[src/rtl/tero_pkg.sv]
// Shared types and helpers for the TERO response collector.
package tero_pkg;

    // Collector control states.
    typedef enum logic [1:0] {
        IDLE    = 2'd0,
        COLLECT = 2'd1,
        COMPARE = 2'd2,
        OUTPUT  = 2'd3
    } tero_state_t;

    // Default loop count and the matching loop-select width.
    localparam int DEFAULT_NUM_LOOPS = 4;
    localparam int SEL_BITS          = $clog2(DEFAULT_NUM_LOOPS);

    // Divide an accumulated count by the repetition count and clamp it to avgBits.
    function automatic logic [63:0] sat_shift(input logic [63:0] count,
                                              input int          shift,
                                              input int          avgBits);
        logic [63:0] shifted;
        logic [63:0] maxVal;
        shifted = count >> shift;
        maxVal  = (avgBits >= 64) ? '1 : ((64'd1 << avgBits) - 64'd1);
        return (shifted > maxVal) ? maxVal : shifted;
    endfunction

endpackage

[src/rtl/tero_avg_store.sv]
// Per-loop average register file with a single write port, a pair read port
// and a bitmap recording which loops were written since the last clear.
module tero_avg_store
    import tero_pkg::*;
#(
    parameter int NUM_LOOPS = DEFAULT_NUM_LOOPS,
    parameter int AVG_BITS  = 16,
    parameter int SEL_BITS  = $clog2(NUM_LOOPS),
    parameter int PAIR_BITS = 1
) (
    input  logic                 clk_i,
    input  logic                 rst_ni,
    input  logic                 clear_i,
    input  logic                 wrEn_i,
    input  logic [SEL_BITS-1:0]  wrIdx_i,
    input  logic [AVG_BITS-1:0]  wrData_i,
    input  logic [PAIR_BITS-1:0] rdPair_i,
    output logic [AVG_BITS-1:0]  rdDataA_o,
    output logic [AVG_BITS-1:0]  rdDataB_o,
    output logic [NUM_LOOPS-1:0] validNext_o
);

    logic [AVG_BITS-1:0]  avg_q [NUM_LOOPS];
    logic [NUM_LOOPS-1:0] valid_q;
    logic [NUM_LOOPS-1:0] valid_d;
    logic [NUM_LOOPS-1:0] wrMask;
    logic [SEL_BITS-1:0]  rdIdxA;
    logic [SEL_BITS-1:0]  rdIdxB;

    // Decode the write index; indices with no matching loop produce an empty mask.
    always_comb begin
        wrMask = '0;
        for (int i = 0; i < NUM_LOOPS; i++) begin
            if (wrEn_i && (wrIdx_i == SEL_BITS'(i))) begin
                wrMask[i] = 1'b1;
            end
        end
    end

    // Next bitmap includes this cycle's write so a same-cycle check sees it.
    always_comb begin
        valid_d = (clear_i ? '0 : valid_q) | wrMask;
    end

    // Bitmap register, cleared by reset.
    always_ff @(posedge clk_i or negedge rst_ni) begin
        if (!rst_ni) begin
            valid_q <= '0;
        end else begin
            valid_q <= valid_d;
        end
    end

    // Average storage; contents are only trusted where the bitmap says so.
    always_ff @(posedge clk_i) begin
        for (int i = 0; i < NUM_LOOPS; i++) begin
            if (wrMask[i]) begin
                avg_q[i] <= wrData_i;
            end
        end
    end

    assign rdIdxA      = SEL_BITS'({rdPair_i, 1'b0});
    assign rdIdxB      = SEL_BITS'({rdPair_i, 1'b1});
    assign rdDataA_o   = avg_q[rdIdxA];
    assign rdDataB_o   = avg_q[rdIdxB];
    assign validNext_o = valid_d;

endmodule

[src/rtl/tero_response_collector.sv]
// Collects per-loop TERO oscillation counts, averages them, and compares
// loops pairwise into a PUF response word offered on a valid/ready port.
module tero_response_collector
    import tero_pkg::*;
#(
    parameter int NUM_LOOPS        = DEFAULT_NUM_LOOPS,
    parameter int COUNT_BITS       = 32,
    parameter int REPETITIONS_BITS = 13,
    parameter int AVG_BITS         = 16
) (
    input  logic                         clk,
    input  logic                         reset,
    input  logic                         start,
    input  logic                         store_response_puf,
    input  logic [$clog2(NUM_LOOPS)-1:0] select_puf,
    input  logic [COUNT_BITS-1:0]        osc_count,
    input  logic                         fsm_done,
    output logic [NUM_LOOPS/2-1:0]       response,
    output logic                         response_valid,
    input  logic                         response_ready,
    output logic                         response_error,
    output logic                         busy
);

    localparam int SelBits  = $clog2(NUM_LOOPS);
    localparam int NumPairs = NUM_LOOPS / 2;
    localparam int PairBits = (NumPairs > 1) ? $clog2(NumPairs) : 1;
    localparam logic [PairBits-1:0] LastPair = PairBits'(NumPairs - 1);

    tero_state_t           state_q, state_d;
    logic [PairBits-1:0]   k_q, k_d;
    logic [NumPairs-1:0]   response_q, response_d;
    logic                  error_q, error_d;
    logic                  startPrev_q;
    logic                  donePrev_q;

    logic                  startEdge;
    logic                  doneEdge;
    logic                  wrEn;
    logic                  clearBitmap;
    logic [AVG_BITS-1:0]   wrData;
    logic [AVG_BITS-1:0]   rdDataA;
    logic [AVG_BITS-1:0]   rdDataB;
    logic [NUM_LOOPS-1:0]  validNext;

    assign startEdge = start & ~startPrev_q;
    assign doneEdge  = fsm_done & ~donePrev_q;
    assign wrEn      = store_response_puf && (state_q == COLLECT);
    assign wrData    = AVG_BITS'(sat_shift(64'(osc_count), REPETITIONS_BITS - 1, AVG_BITS));

    tero_avg_store #(
        .NUM_LOOPS (NUM_LOOPS),
        .AVG_BITS  (AVG_BITS),
        .SEL_BITS  (SelBits),
        .PAIR_BITS (PairBits)
    ) u_avg_store (
        .clk_i       (clk),
        .rst_ni      (reset),
        .clear_i     (clearBitmap),
        .wrEn_i      (wrEn),
        .wrIdx_i     (select_puf),
        .wrData_i    (wrData),
        .rdPair_i    (k_q),
        .rdDataA_o   (rdDataA),
        .rdDataB_o   (rdDataB),
        .validNext_o (validNext)
    );

    // Remember the previous level of start and fsm_done so only 0->1 transitions act.
    always_ff @(posedge clk or negedge reset) begin
        if (!reset) begin
            startPrev_q <= 1'b0;
            donePrev_q  <= 1'b0;
        end else begin
            startPrev_q <= start;
            donePrev_q  <= fsm_done;
        end
    end

    // State, pair counter and response word registers.
    always_ff @(posedge clk or negedge reset) begin
        if (!reset) begin
            state_q    <= IDLE;
            k_q        <= '0;
            response_q <= '0;
            error_q    <= 1'b0;
        end else begin
            state_q    <= state_d;
            k_q        <= k_d;
            response_q <= response_d;
            error_q    <= error_d;
        end
    end

    // Next-state logic: collect averages, compare one pair per cycle, then hold the word until accepted.
    always_comb begin
        state_d     = state_q;
        k_d         = k_q;
        response_d  = response_q;
        error_d     = error_q;
        clearBitmap = 1'b0;
        case (state_q)
            IDLE: begin
                if (startEdge) begin
                    clearBitmap = 1'b1;
                    error_d     = 1'b0;
                    response_d  = '0;
                    state_d     = COLLECT;
                end
            end
            COLLECT: begin
                if (doneEdge) begin
                    k_d = '0;
                    if (!(&validNext)) begin
                        error_d = 1'b1;
                    end
                    state_d = COMPARE;
                end
            end
            COMPARE: begin
                for (int i = 0; i < NumPairs; i++) begin
                    if (k_q == PairBits'(i)) begin
                        response_d[i] = (rdDataA > rdDataB);
                    end
                end
                if (rdDataA == rdDataB) begin
                    error_d = 1'b1;
                end
                if (k_q == LastPair) begin
                    state_d = OUTPUT;
                end else begin
                    k_d = k_q + PairBits'(1);
                end
            end
            OUTPUT: begin
                if (response_ready) begin
                    state_d = IDLE;
                end
            end
            default: begin
                state_d = IDLE;
            end
        endcase
    end

    assign response       = response_q;
    assign response_valid = (state_q == OUTPUT);
    assign response_error = error_q;
    assign busy           = (state_q != IDLE);

endmodule

[config.mk]
export PLATFORM = sky130hd
export DESIGN_NAME = tero_response_collector
export DESIGN_NICKNAME = d
export VERILOG_FILES = /design/src/rtl/tero_pkg.sv /design/src/rtl/tero_avg_store.sv /design/src/rtl/tero_response_collector.sv
export SDC_FILE = /design/constraint.sdc
export NUM_CORES = 1
export LEC_CHECK = 0
export ABC_CLOCK_PERIOD_IN_PS = 4100
export CORE_UTILIZATION = 45
export CTS_BUF_LIST = sky130_fd_sc_hd__clkbuf_4 sky130_fd_sc_hd__clkbuf_8
export CTS_CLUSTER_SIZE = 14
export DETAILED_ROUTE_END_ITERATION = 8
export GPL_TIMING_DRIVEN = 0
export HOLD_SLACK_MARGIN = 0.1
export PLACE_DENSITY = 0.64
export SYNTH_ARGS = -nofsm -noshare
export SYNTH_HDL_FRONTEND = slang
export SYNTH_HIERARCHICAL = 1
export SYNTH_SLANG_ARGS = --single-unit
export TNS_END_PERCENT = 5
[constraint.sdc]
create_clock -name clk -period 4.1 [get_ports clk]
set_input_delay 0.82 -clock clk [delete_from_list [all_inputs] [get_ports clk]]
set_output_delay 0.82 -clock clk [all_outputs]
set_load 0.02 [all_outputs]
### Word-level counts from Yosys, hierarchy flattened

Memories as Yosys holds them, arrays and structs flattened.
Cells that the tools add are included.

* register bits after elaboration: 12
* memory bits (writable): 64
* bits of input ports: 40
* output and inout bits: 5
* memories: 1

Memories
* u_avg_store.avg_q: words 4, width 16, rd ports 2, clocked after memory_dff 0, write ports 1, RTL line tero_avg_store.sv:23 `logic [AVG_BITS-1:0] avg_q [NUM_LOOPS];`

* $add $sub $neg: 1
* order comparisons: 2
* equal/unequal tests: 14
* multiplexer cells: 42
* bitwise gates (word level): 5
* reduce and logical (&&, ||, !) cells: 20

Operators with widths (count)
* 16-bit two-way mux: 4
* 16-bit OR reduction: 3
* 1-bit two-way mux: 25
* 20-bit by 16-bit > comparator with 1-bit output (second input constant): 1
* 16-bit == test: 1
* 16-bit > comparator: 1
* 2-bit two-way mux: 8
* 2-bit != test (second input constant): 6
* 2-bit == test (second input constant): 4
* 2-bit case mux with 4 select lines: 1
* 4-bit AND reduction: 2
* 3-bit AND reduction: 2
* 2-bit nonzero test: 3
* 1-bit logical AND: 5
* 5-bit AND reduction: 1
* 2-bit by 1-bit == test with 1-bit output (second input constant): 2
* 2-bit logical NOT: 2
* 4-bit two-way mux: 1
* 4-bit bitwise OR: 1
* 2-bit case mux with 2 select lines: 1
* 1-bit case mux with 3 select lines: 1
* 3-bit nonzero test: 1
* 1-bit AND: 2
* 2-bit by 1-bit != test with 1-bit output (second input constant): 1
* 4 further kinds: 5

### Longest topological paths before layout

Gate-level depths: netlist (run 1).

* depth in word-level cells: 10
* gate-level depth with buffers: 10

### By module

The synthesis (run 1) kept the hierarchy.

By module, submodules not included
* tero_avg_store: times used 1, cells each 114, area each 2631.3 um^2, seq. area each 2021.9 um^2
* tero_response_collector: times used 1, cells each 118, area each 1003.5 um^2, seq. area each 200.2 um^2

### Least setup slack after synthesis (run 1)

No wires, ideal clock.

* path kind: input-to-reg
* from: input store_response_puf
* to: register error_q, in the netlist response_error
* arrival time: 3044 ps
* setup slack: 928 ps
* cell stages on the path: 7
* cell sequence: and2_1 nor3b_1 a21o_1 and3_1 nand3_1 nand4_1 mux2_1

* cells in the longest elaborated chain, start to end: 7
* elaborated cells on any way between the ends: 13

Ends and longest elaborated chain
* from (decl): RTL line tero_response_collector.sv:14 `input logic store_response_puf,`
* 1-bit logical AND: RTL line tero_response_collector.sv:48 `assign wrEn = store_response_puf && (state_q == COLLECT);`
* 1-bit logical AND: RTL line tero_avg_store.sv:34 `if (wrEn_i && (wrIdx_i == SEL_BITS'(i))) begin`
* 1-bit two-way mux: RTL line tero_avg_store.sv:34
* via u_avg_store.wrMask[0]: RTL line tero_avg_store.sv:26 `logic [NUM_LOOPS-1:0] wrMask;`
* 4-bit bitwise OR: RTL line tero_avg_store.sv:42 `valid_d = (clear_i ? '0 : valid_q) | wrMask;`
* via validNext[0]: RTL line tero_response_collector.sv:44 `logic [NUM_LOOPS-1:0] validNext;`
* 4-bit AND reduction: RTL line tero_response_collector.sv:114 `if (!(&validNext)) begin`
* 2-bit != test (no source line)
* 5-bit AND reduction (no source line)
* to (signal assigned): RTL line tero_response_collector.sv:91 `error_q <= error_d;`
* to (decl): RTL line tero_response_collector.sv:33 `logic error_q, error_d;`

The timed path passes the listed nets, and every way through them passes these cells.
A chain may end at the register's enable or synchronous reset.

### Worst setup path after layout (run 1)

* from: input osc_count[31]
* to: memory u_avg_store.avg_q[0][8], data pin

* cells in the longest elaborated chain, start to end: 5

Ends and longest elaborated chain
* from (decl): RTL line tero_response_collector.sv:16 `input logic [COUNT_BITS-1:0] osc_count,`
* 20-bit by 16-bit > comparator with 1-bit output *: RTL line tero_pkg.sv:24 `return (shifted > maxVal) ? maxVal : shifted;`
* 16-bit two-way mux *: RTL line tero_pkg.sv:24
* via wrData[8]: RTL line tero_response_collector.sv:41 `logic [AVG_BITS-1:0] wrData;`
* 16-bit two-way mux (no source line) (2 in a row)
* 16-bit two-way mux (no source line) *
* to (decl): RTL line tero_avg_store.sv:23

The timed path passes the listed nets; every way through them passes the cells marked *.

==> summary.txt, run 1 <==
Run status
  • Outcome: completed

Finish
  • Most frequent cells in the layout: 64 x edfxtp_1, 32 x clkdlybuf4s50_1, 30 x mux2_4
  • Antenna cells: 0
  • Fill cells: ~640
  • Finished Layout Cells: approximately 380
  • Most common cell after layout, fill and taps aside: edfxtp_1
  • Area added between synthesis and finish: 18.9%
  • Final nets: 337
  • Layout cell share with drive strength beyond 1: 22.7%

Detailed routing
  • DR DRC count: 0
  • Drt wl/cell: about 16 um
  • Final wirelength: 5950 um
  • M1 wire length: about 2800 um
  • DRT Pass-1 Iters: 4
  • Detail Route Antenna Nets: 0
  • Wire length on met2: a little under 3000 um
  • Met3 wire len: ~180 um
  • Initial drt markers: 94
  • Vias/cell: around 5.0
  • Via count: 1933
  • Uppermost routed layer: met4

STA
  • RSZ-0062 raised after global routing: false
  • Worst-Margin Slew: 965 ps
  • Final hold violations: 0
  • Final setup viols: 0
  • Fin Setup TNS: 0 ps
  • Slew HR: between 30% and 40%
  • Slew Limit Fails: 0
  • Tmin final: 2700 ps
  • Max Freq: between 0.3 and 0.4 GHz
  • Final worst-path cycle share: about 66%
  • Clk_skew: 5.95 ps

Global route
  • Vias in the first global route: about 2000
  • Initial antenna violation count: 0
  • Pin count of the biggest net entering global routing: 18
  • GRT Residual Overflow: 0
  • Total track usage: between 10% and 20%
  • Global-route wire length before repair: 9630 um

Worst setup path
  • Depth of the most critical reg-to-reg path: 8
  • Worst path required time: 4140 ps
  • CP Launch Type: input port
  • Crit Path Category: in2reg
  • CP max FO: 10
  • Critical path endpoint category: flip-flop
  • Critical path data arrival time: 2740 ps
  • FF-to-FF setup slack: 1480 ps

Die
  • Cell Rows: 32
  • Die W: between 90 and 100 um
  • I/O Pins: 45
  • Core outline area: a little under 8000 um2
  • Die height: a little over 90 um
  • Die area: about 8400 um2
  • Initial Util: 46.8%

Yosys
  • Combinational family with the most area after synthesis: multiplexers
  • Mapped Area: 3630 um2
  • Mapped Nets: ~290
  • Adder-cell area share of the yosys netlist: between 6 and 7%
  • Warnings from Yosys: 6
  • Post-synthesis simple-gate area fraction: a little under a tenth
  • Yosys reg bits: 76
  • Synth Area in Compound Gates: 4.85%
  • Yosys cell types: 37
  • Mux cell area share after synthesis: 13.6%
  • Post-Synth XOR/XNOR Area: 0%
  • Cells after synthesis: 232
  • Syn Area/Cell: ~16 um2
  • Sequential area share after synthesis: 61.1%

CTS
  • Setup repair bufs after CTS: 0
  • Clock latency at the later pin of the worst-skew pair: ~340 ps
  • CTS tree: yes
  • Cts repair resizes: 0
  • Hold buffers post-CTS: 0
  • Clock buffer depth: 2
  • Clock-pin slew on the worst setup and hold paths: 70 ps
  • Htree depth: 3
  • CTS Buf Count: 9
  • CTS sink cnt: between 70 and 80
  • Root buffer cell: clkbuf_8

Hold path
  • HP Class: reg2reg
  • Hold depth: 1

Power
  • Leakage: about 0.0017 uW
  • Max IR drop VDD: between 0.2 and 0.3 mV
  • Power density over the cells: 584 nW/um2

Placed design
  • Post-DP HPWL: approximately 4000 um
  • Port bufs: 32
  • Dpl cells: about 370
  • Placer Congestion: 0.769

Flow run
  • Max cap viols: 0
## final cells by class
class / count / area, um2 / area share, %
plain buffers: 5 / 75.1 / 1.74
clock buffers: 12 / 159 / 3.68
clock inverters: 4 / 47.5 / 1.10
inverters: 22 / 82.6 / 1.91
multi-input cells: 129 / 1260 / 29.2
flip-flops and latches: 76 / 2220 / 51.4
well taps: 102 / 128 / 2.95
repair buffers: 34 / 347 / 8.02
## metrics by stage
step | cell area (um2) | hold slack, ps | setup slack (ps) | utilization (%) | power (uW)
2_1_floorplan | 3630 | 444 | 928 | - | 1740
3_3_place_gp | 4080 | 458 | -608 | 52.6 | 1970
3_5_place_dp | 4120 | 465 | 962 | 53.0 | 1980
4_1_cts | 4320 | 483 | 1330 | 55.7 | 2560
5_1_grt | 4320 | 499 | 1190 | 55.7 | 2680
6_report | 4320 | 482 | 1400 | 55.7 | 2520
## sequential cells by signal, indices dropped and copies added (netlist names)
name                 count
donePrev_q               1
k_q                      1
response                 2
response_error           1
startPrev_q              1
state_q                  2
u_avg_store/avg_q       64
u_avg_store/valid_q      4
## synthesized netlist by cell type
library cell  count  area share (%)
nand2b_1         18             3.1
edfxtp_1         64              53
nor2b_1           2            0.34
and3_1            2            0.34
o211ai_1          1            0.21
inv_1            22             2.3
nand4_2           1            0.34
or2_2             1            0.17
a22o_1            2            0.48
clkbuf_1          1            0.10
buf_6             1            0.31
a2111o_1          1            0.31
nor3_1            1            0.14
nand3_1           3            0.41
and2_1            1            0.17
a21o_1            3            0.62
nand4_1           3            0.52
o41ai_4           1            0.76
nand4_4           2             1.2
o21ai_0           2            0.28
a21oi_1           9             1.2
mux2_4           30              12
nor4_2            1            0.34
nor3b_1           1            0.21
nand2_1           5            0.52
nand3b_1          1            0.21
ha_1             20             6.9
o2111ai_1         1            0.24
o21ai_2           1            0.24
and3b_1           1            0.24
buf_12            3             1.7
dfrtp_1          12             8.3
mux2_2            3            0.93
nor2_1            9            0.93
mux2_1            1            0.31
o2bb2ai_1         1            0.24
a311oi_1          1            0.24
## cell families (layout without fill, tap and decap cells)
kind of cell,after synthesis,count (layout)
adder cells (fa/ha/maj),20,20
buffers and inverters,27,77
flip-flops,76,76
AND/OR/NAND/NOR,52,52
AO/OA/AOI/OAI,23,23
multiplexers,34,34
## worst paths after layout
kind | from | to
worst max-delay path | osc_count[31] | u_avg_store/avg_q[0][8]$_DFFE_PP_
worst min-delay path | u_avg_store/valid_q[0]$_DFF_PN0_ | u_avg_store/valid_q[0]$_DFF_PN0_
worst max register to register | k_q$_DFFE_PN0P_ | response_error$_DFFE_PN0P_
worst min register to register | u_avg_store/valid_q[0]$_DFF_PN0_ | u_avg_store/valid_q[0]$_DFF_PN0_
max in group asynchronous | reset | u_avg_store/valid_q[3]$_DFF_PN0_
min in group asynchronous | reset | response[0]$_DFFE_PN0P_
## power by group
part | leakage, uW | total, uW | internal [uW] | switching, uW
logic | 0.000854 | 985 | 515 | 470
clock network | 0.000106 | 577 | 319 | 257
registers | 0.000745 | 963 | 925 | 37.5
total | 0.00170 | 2520 | 1760 | 765
## worst max-delay path, cell delays in order
cell             delay, ps
clkdlybuf4s50_1        410
nor4_2                 710
clkbuf_1               580
nand2b_1               230
## metal layers
| metal | vias up | GRT usage (%) |
|---|---|---|
| met1 | 943 | 20.4 |
| met2 | 37 | 24.6 |
| met4 | 0 | 7.03 |
| met5 | - | 0 |
| li1 | 943 | - |
| met3 | 10 | 3.32 |
(Power assumes the default switching activity.)
==> run 2, diff against run 1 <==
Settings changed: ABC_CLOCK_PERIOD_IN_PS 4100 to 2400, PLACE_DENSITY 0.64 to 0.66.
Clock period 4.1 ns to 2.4 ns, I/O delays scaled along.
==> run 2 against run 1 <==
Compared with the run above:
- the run now ends with negative setup slack left
- die area did not move
- combinational power rose by 110%
- clock-buffer cell count fell by 2
- register-to-register slack worse by 1600 ps
- total power up 83%
- worst hold slack worse by 3.6 ps
- critical path type is now reg2reg
- clock power is 61% higher
==> summary.txt, run 2 (synthesized netlist as in run 1, its figures left out) <==
Placed design
  • Port bufs: 32
  • Placer Congestion: 0.778
  • Area post-placement: just over 4000 um2
  • Post-DP HPWL: around 4000 um
  • Post-placement worst setup slack: -590 ps

Worst setup path
  • Worst path required time: 2640 ps
  • Critical path endpoint category: flip-flop
  • Critical path data arrival time: 2760 ps
  • Crit Path Category: reg2reg
  • CP max FO: 6
  • CP Launch Type: flip-flop

Die
  • I/O Pins: 45
  • Die W: about 90 um
  • Core outline area: about 8000 um2
  • Initial Util: between 40% and 50%
  • Die height: between 90 and 100 um
  • Cell Rows: 32
  • Die area: 8440 um2

Global route
  • Total track usage: roughly 16%
  • Vias in the first global route: slightly above 2000
  • GRT Residual Overflow: 0
  • Global-route wire length before repair: 9820 um
  • Initial antenna violation count: 0
  • Pin count of the biggest net entering global routing: 18

CTS
  • CTS Buf Count: 9
  • Clock latency at the later pin of the worst-skew pair: 340 ps
  • CTS tree: yes
  • Hold buffers post-CTS: 0
  • CTS sink cnt: 76
  • Root buffer cell: clkbuf_8
  • Clock-pin slew on the worst setup and hold paths: 80 ps
  • Htree depth: 3
  • Clock buffer depth: 2

Finish
  • Final Instance Area: approximately 4500 um2
  • Biggest regs: u_avg_store/avg_q x64, u_avg_store/valid_q x4
  • Layout cell share with drive strength beyond 1: 29.1%
  • Antenna cells: 0
  • Core Util, Final: between 50% and 60%
  • Max FFs per register: between 60 and 70
  • Most frequent cells in the layout: 64 x edfxtp_1, 32 x clkdlybuf4s50_1, 31 x mux2_4
  • Largest Register: u_avg_store/avg_q
  • Fill cells: 608
  • Most common cell after layout, fill and taps aside: edfxtp_1
  • Final nets: between 300 and 400
  • Area added between synthesis and finish: 24.0%

Flow run
  • Max cap viols: 0

STA
  • Clk_skew: slightly above 9 ps
  • Slew HR: 52.0%
  • Final worst-path cycle share: 105%
  • Final hold violations: 0
  • Tmin final: roughly 2500 ps
  • Final setup margin: -128 ps
  • Max Freq: 0.396 GHz
  • RSZ-0062 raised after global routing: true
  • Slew Limit Fails: 0
  • Fin Setup TNS: -180 ps
  • Worst-Margin Slew: roughly 700 ps
  • Final setup viols: 3

Detailed routing
  • Vias/cell: between 5 and 6
  • Detail Route Antenna Nets: 0
  • Drt wl/cell: 16.0 um
  • Via count: about 2000
  • DRT Pass-1 Iters: 4
  • Final wirelength: between 6000 and 7000 um
  • Initial drt markers: between 80 and 90
  • DR DRC count: 0

Run status
  • Failing checks: negative setup slack
  • Outcome: complete, but fails checks

Power
  • Leakage: ~0.0017 uW
  • Power density over the cells: around 1000 nW/um2
  • Max IR drop VDD: around 0.59 mV
  • Total power: approximately 4600 uW

Hold path
  • HP Class: reg2reg
run 2: cell types whose count changed in the layout (fill, tap and decap cells not counted), moves of 2 or more:
cell and change:
buf_4 +4, a21oi_1 -3, ha_4 +9, a21oi_2 +3, clkbuf_8 -2, ha_1 -9
run 2: worst paths after layout:
kind	startpoint	end	slack, ps	cells after the start
min	u_avg_store/valid_q[3]$_DFF_PN0_	u_avg_store/valid_q[3]$_DFF_PN0_	480	1
min in group asynchronous	reset	startPrev_q$_DFF_PN0_	490	1
max	k_q$_DFFE_PN0P_	response_error$_DFFE_PN0P_	-130	8
min reg2reg	u_avg_store/valid_q[3]$_DFF_PN0_	u_avg_store/valid_q[3]$_DFF_PN0_	480	1
max in group asynchronous	reset	response[1]$_DFFE_PN0P_	1540	1
max reg2reg	k_q$_DFFE_PN0P_	response_error$_DFFE_PN0P_	-130	8
run 2: routing by layer:
| layer | track usage (%) | routed length (um) | vias to the layer above | part of all wire, % |
|---|---|---|---|---|
| met5 | 0 | 0 | - | 0 |
| met1 | 20.7 | 2880 | 950 | 46 |
| met3 | 3.07 | 227 | 11 | 3.7 |
| met2 | 25.6 | 2990 | 50 | 48 |
| li1 | - | - | 951 | - |
| met4 | 7.94 | 106 | 0 | 1.7 |
run 2: per-stage QoR:
stage / std cells / hold WS [ps]
CTS: 386 / 480
global route: 387 / 485
finish: 387 / 479
floorplan: 232 / 184
global placement: 366 / 456
detailed placement: 367 / 463
run 2: what timing repair did:
action | 4_1_cts | 5_1_grt
gates cloned | 1 | 0
resized for setup | 9 | 12
endpoints found under the setup margin | 3 | 29
pin swaps | 3 | 7
setup buffers | 3 | 1
endpoints found under the hold margin | 0 | 0
run 2: power breakdown:
part	leakage [uW]	total [uW]	internal (uW)	switching (uW)
Combinational	0.000899	2040	1120	925
Clock	0.0000892	929	481	448
Sequential	0.000745	1640	1580	64.3
Total	0.00173	4620	3180	1440
run 2: cell type report:
cell class	instances	area, um2	area share, %
flip-flops and latches	76	2220	49.3
multi-input cells	129	1410	31.4
repair buffers	38	398	8.83
clock buffers	10	131	2.92
well taps	102	128	2.83
inverters	22	82.6	1.83
plain buffers	5	76.3	1.69
clock inverters	5	53.8	1.19
run 2: critical path, stage by stage (launching register included):
cell and delay [ps]:
dfrtp_1 410, buf_6 160, bufbuf_16 270, mux2_4 310, ha_4 300, nand4_4 120, o41ai_4 350, nand4_1 180
mux2_4 320
==> RTL edit 1 (flow settings as in run 1) <==
Encoding of `tero_state_t`: now one-hot (4 bits for 4 states).
--- a/src/rtl/tero_pkg.sv
+++ b/src/rtl/tero_pkg.sv
@@ -2,11 +2,11 @@
 package tero_pkg;
 
     // Collector control states.
-    typedef enum logic [1:0] {
-        IDLE    = 2'd0,
-        COLLECT = 2'd1,
-        COMPARE = 2'd2,
-        OUTPUT  = 2'd3
+    typedef enum logic [3:0] {
+        IDLE    = 4'b0001,
+        COLLECT = 4'b0010,
+        COMPARE = 4'b0100,
+        OUTPUT  = 4'b1000
     } tero_state_t;
 
     // Default loop count and the matching loop-select width.
Check against the original RTL: no difference found for any inputs over 4 cycles, from zero or initial values and one cycle with reset low; so few cycles prove little.
==> RTL edit 1 against run 1 <==
- synthesized area up 1.7%
- die area is 1.6% higher
- routed wire length increased by 3.0%
- register-to-register slack worse by 0.29 ns
- setup slack worse by 0.23 ns
- hold slack barely moved
- clock skew grew 0.0029 ns
- sequential cell count up 2
- cell area grew 0.96%
Power is not compared: it rests on default switching activity, and its combinational part moved more than twofold at a synthesized area within 25%.
==> RTL edit 1: results (changes against run 1) <==
metric,value,unit,change
leading registers by flop count,"u_avg_store/avg_q: 64 flops, state_q: 4 flops, u_avg_store/valid_q: 4 flops",,
Routed WL,6.13,mm,+3.0%
Final GP Congestion,0.836,,+8.7%
slowest cell on the critical path,and3_1,,
Commonest cells post-synth,"64 x edfxtp_1, 30 x mux2_4, 19 x inv_1",,
dpl cells,384,,+4.3%
DP HPWL,4.32,mm,+7.1%
Synth Instances,248,,+6.9%
Relative slew margins,36.4,%,+0.74 points
nets@finish,349,,+3.6%
CP max FO,17,,+7
layout cells sized above 1,21.8,%,-0.88 points
"Seq/Total Area, Yosys",61.5,%,+0.37 points
reg2reg path depth,10,,+2
Hold WS,0.482,ns,-0.000457 ns
Worst Hold End,u_avg_store/valid_q[3]$_DFF_PN0_,,
number of flops mapped to enable cells by yosys,64,,unchanged
first-pass GRT wire length,9.97,mm,+3.5%
HP Start,u_avg_store/valid_q[3]$_DFF_PN0_,,
Area after DPL,4180,um^2,+1.5%
Cell variety after synth,39,,+5.4%
Non-Filler Instances,400,,+4.2%
post-synth net total,304,,+4.1%
GRT Util Overall,15.9,%,+0.39 points
Reg-to-Reg Start,state_q[2]$_DFFE_PN0P_,,
1st-iter DRT viols,97,,+3.2%
total number of vias,2034,,+5.2%
asr flop ratio synth,17.9,%,+2.2 points
R2R Setup Slk,1.19,ns,-0.29 ns
vias in the first global route,2076,,+6.1%
status,completed,,
largest cells by area after synthesis,"edfxtp_1 52%, mux2_4 12%, dfrtp_1 8.8%, ha_1 5.4%, nand2b_1 2.2%",,
skew final,0.00888,ns,+0.00293 ns
Worst Setup SP,store_response_puf,,
RTL edit 1: cell count changes after synthesis, moves of 3 or more:
cell	run 1	this run
nor3_1	1	6
nand2b_1	18	13
a21o_1	3	7
or2b_1	0	4
nor2b_1	2	5
ha_1	20	16
nand2_1	5	11
nor2_1	9	13
inv_1	22	19
RTL edit 1: worst max-delay path: cells and delay by family:
kind / cells / cell delay, ns
AO/OA/AOI/OAI: 3 / 0.64
buffers and inverters: 1 / 0.45
AND/OR/NAND/NOR: 5 / 1.24
RTL edit 1: stage by stage:
step | util, % | setup slack, ns
after floorplan | - | 0.927
final | 55.6 | 1.17
after detailed placement | 53.2 | 0.684
after global placement | 52.8 | -0.599
after CTS | 55.5 | 0.999
after global routing | 55.6 | 0.998
RTL edit 1: final cells by class:
cell class	instances	area [um^2]
sequential	78	2270
buffer	9	92.6
clock inverter	1	5.00
inverter	19	71.3
fill	659	3480
clock buffer	15	175
tap	102	128
timing repair buffer	34	347
multi-input combinational	142	1270
RTL edit 1: layer usage:
metal  up-vias  wire [um]  global-route usage (%)  share of wire [%]
met5         -          0                       0                  0
met4         0        110                    8.46                1.8
met3         8        117                    2.71                1.9
met2        23       3060                    25.9                 50
met1      1008       2840                    20.2                 46
li1        995          -                       -                  -
RTL edit 1: cell families (layout without fill, tap and decap cells):
logic type / count (synthesis) / count (layout) / synth area share, %
AO/OA/AOI/OAI: 26 / 26 / 5.18
XOR/XNOR: 1 / 1 / 0.237
adder cells (fa/ha/maj): 16 / 16 / 5.42
buffers and inverters: 28 / 78 / 4.43
flip-flops: 78 / 78 / 61.5
multiplexers: 34 / 34 / 13.4
AND/OR/NAND/NOR: 65 / 65 / 9.82
RTL edit 1: worst max-delay path by stage:
stage                                              to  slack, ns  depth (start not counted)
detailed placement  u_avg_store/avg_q[2][7]$_DFFE_PP_       0.68                          4
global placement           response_error$_DFFE_PN0P_      -0.60                          9
global route               response_error$_DFFE_PN0P_        1.0                         10
finish                     response_error$_DFFE_PN0P_       1.17                          9
CTS                 u_avg_store/avg_q[0][7]$_DFFE_PP_        1.0                          4
floorplan                  response_error$_DFFE_PN0P_       0.93                          8
RTL edit 1: power by group through the flow:
stage | Sequential, mW | Clock, mW | Combinational (mW)
after floorplan | 0.886 | 0 | 0.0432
after global placement | 0.883 | 0 | 0.0928
after detailed placement | 0.884 | 0 | 0.0946
after CTS | 0.866 | 0.532 | 0.0953
after global routing | 0.867 | 0.560 | 0.104
final | 0.866 | 0.517 | 0.0944
==> RTL edit 2 (config.mk and constraints of run 1) <==
Made on the original files. Change the package constant `DEFAULT_NUM_LOOPS` from 4 to 2.
--- a/src/rtl/tero_pkg.sv
+++ b/src/rtl/tero_pkg.sv
@@ -10,7 +10,7 @@
     } tero_state_t;
 
     // Default loop count and the matching loop-select width.
-    localparam int DEFAULT_NUM_LOOPS = 4;
+    localparam int DEFAULT_NUM_LOOPS = 2;
     localparam int SEL_BITS          = $clog2(DEFAULT_NUM_LOOPS);
 
     // Divide an accumulated count by the repetition count and clamp it to avgBits.
Interface: changed (resized response and select_puf); port bits go from 45 to 43. The function was not compared with the original's and may differ.
==> RTL edit 2 against run 1 <==
- setup slack improved by 0.051 ns
- combinational power is 67% lower
- cell area down 45%
- non-clock buffer count decreased by 8
- power is 56% lower
- sequential share of layout area decreased by 2.5 points
- highest routed layer unchanged
- routed wire length shrank 42%
- sequential cell count is 36 lower
- critical endpoint is now u_avg_store/avg_q[0][12]$_DFFE_PP_
- fmax grew 1.9%
- via count down 38%
- synthesized area fell by 47%
- final cell count shrank 39%
==> RTL edit 2: results (changes against run 1) <==
metric,value,unit,change
fraction of area in multi-input gates,28.4,%,-0.78 points
1st-iter DRT viols,55,,-41%
H-tree Lvls,2,,-1
Area after DPL,2280,um^2,-44%
vias per cell,5.12,,+1.8%
area of the multi-input gates,674,um^2,-47%
Peak VDD IR,0.267,mV,-2.5%
fill cell count,332,,-48%
Net Sw Frac,29.5,%,-0.81 points
status,completed,,
Port Buffers,30,,-6.3%
nets@finish,241,,-28%
Final GP Congestion,0.779,,+1.2%
cts bufs inserted,5,,-4
flip-flop and latch count,40,,-47%
Detail Route met3 WL,148,um,-16%
met2 wire length,1.73,mm,-40%
Worst EP arrival,2.67,ns,-0.07 ns
skew final,0.00692,ns,+0.000965 ns
post-synth net total,204,,-30%
DP HPWL,2.59,mm,-36%
Clock power frac,23.4,%,+0.6 points
dpl cells,225,,-39%
P&R area growth vs syn,23.4,%,
Pleak,0.929,nW,-46%
clock-cell share of area,3.69,%,-1.1 points
Non-clock buffering overhead,12.8,%,+3.1 points
layout cells sized above 1,6.56,%,-16 points
Clock Latency Late Sink,0.29,ns,-0.05 ns
Plain + repair buffers,31,,-21%
R2R Setup Slk,1.88,ns,+0.40 ns
final-layout clock buffer total,7,,-5
Final Util,58.5,%,+2.8 points
-- RTL edit 2: cell types whose count changed in the layout (fill, tap and decap cells not counted), moves of 3 or more --
| cell | run 1 | this run |
|---|---|---|
| a21oi_1 | 9 | 5 |
| a31oi_1 | 0 | 3 |
| buf_12 | 3 | 0 |
| clkbuf_8 | 11 | 5 |
| dfrtp_1 | 12 | 8 |
| edfxtp_1 | 64 | 32 |
| mux2_2 | 3 | 0 |
| mux2_4 | 30 | 0 |
| nand2b_1 | 18 | 12 |
| nand3_1 | 3 | 0 |
| nor2_1 | 8 | 2 |
| o21ai_0 | 2 | 5 |
| or2b_1 | 0 | 6 |
-- RTL edit 2: per-layer routing --
metal,global-route usage [%],vias to the layer above
met4,7.98,0
met5,0,-
li1,-,592
met3,5.07,8
met1,20.3,568
met2,30.9,26
-- RTL edit 2: critical path, stage by stage --
cell and delay [ns]:
clkdlybuf4s50_1 0.40, nor4_1 0.84, clkbuf_1 0.46, nand2b_1 0.14
-- RTL edit 2: worst paths after layout --
check                                                 startpoint                                 end  cells after the start
worst max-delay path                               osc_count[31]  u_avg_store/avg_q[0][12]$_DFFE_PP_                      4
worst min-delay path            u_avg_store/valid_q[0]$_DFF_PN0_    u_avg_store/valid_q[0]$_DFF_PN0_                      1
worst max register to register            state_q[1]$_DFFE_PN0P_          response_error$_DFFE_PN0P_                      8
worst min register to register  u_avg_store/valid_q[0]$_DFF_PN0_    u_avg_store/valid_q[0]$_DFF_PN0_                      1
max in group asynchronous                                  reset              state_q[0]$_DFFE_PN0P_                      1
min in group asynchronous                                  reset                donePrev_q$_DFF_PN0_                      1
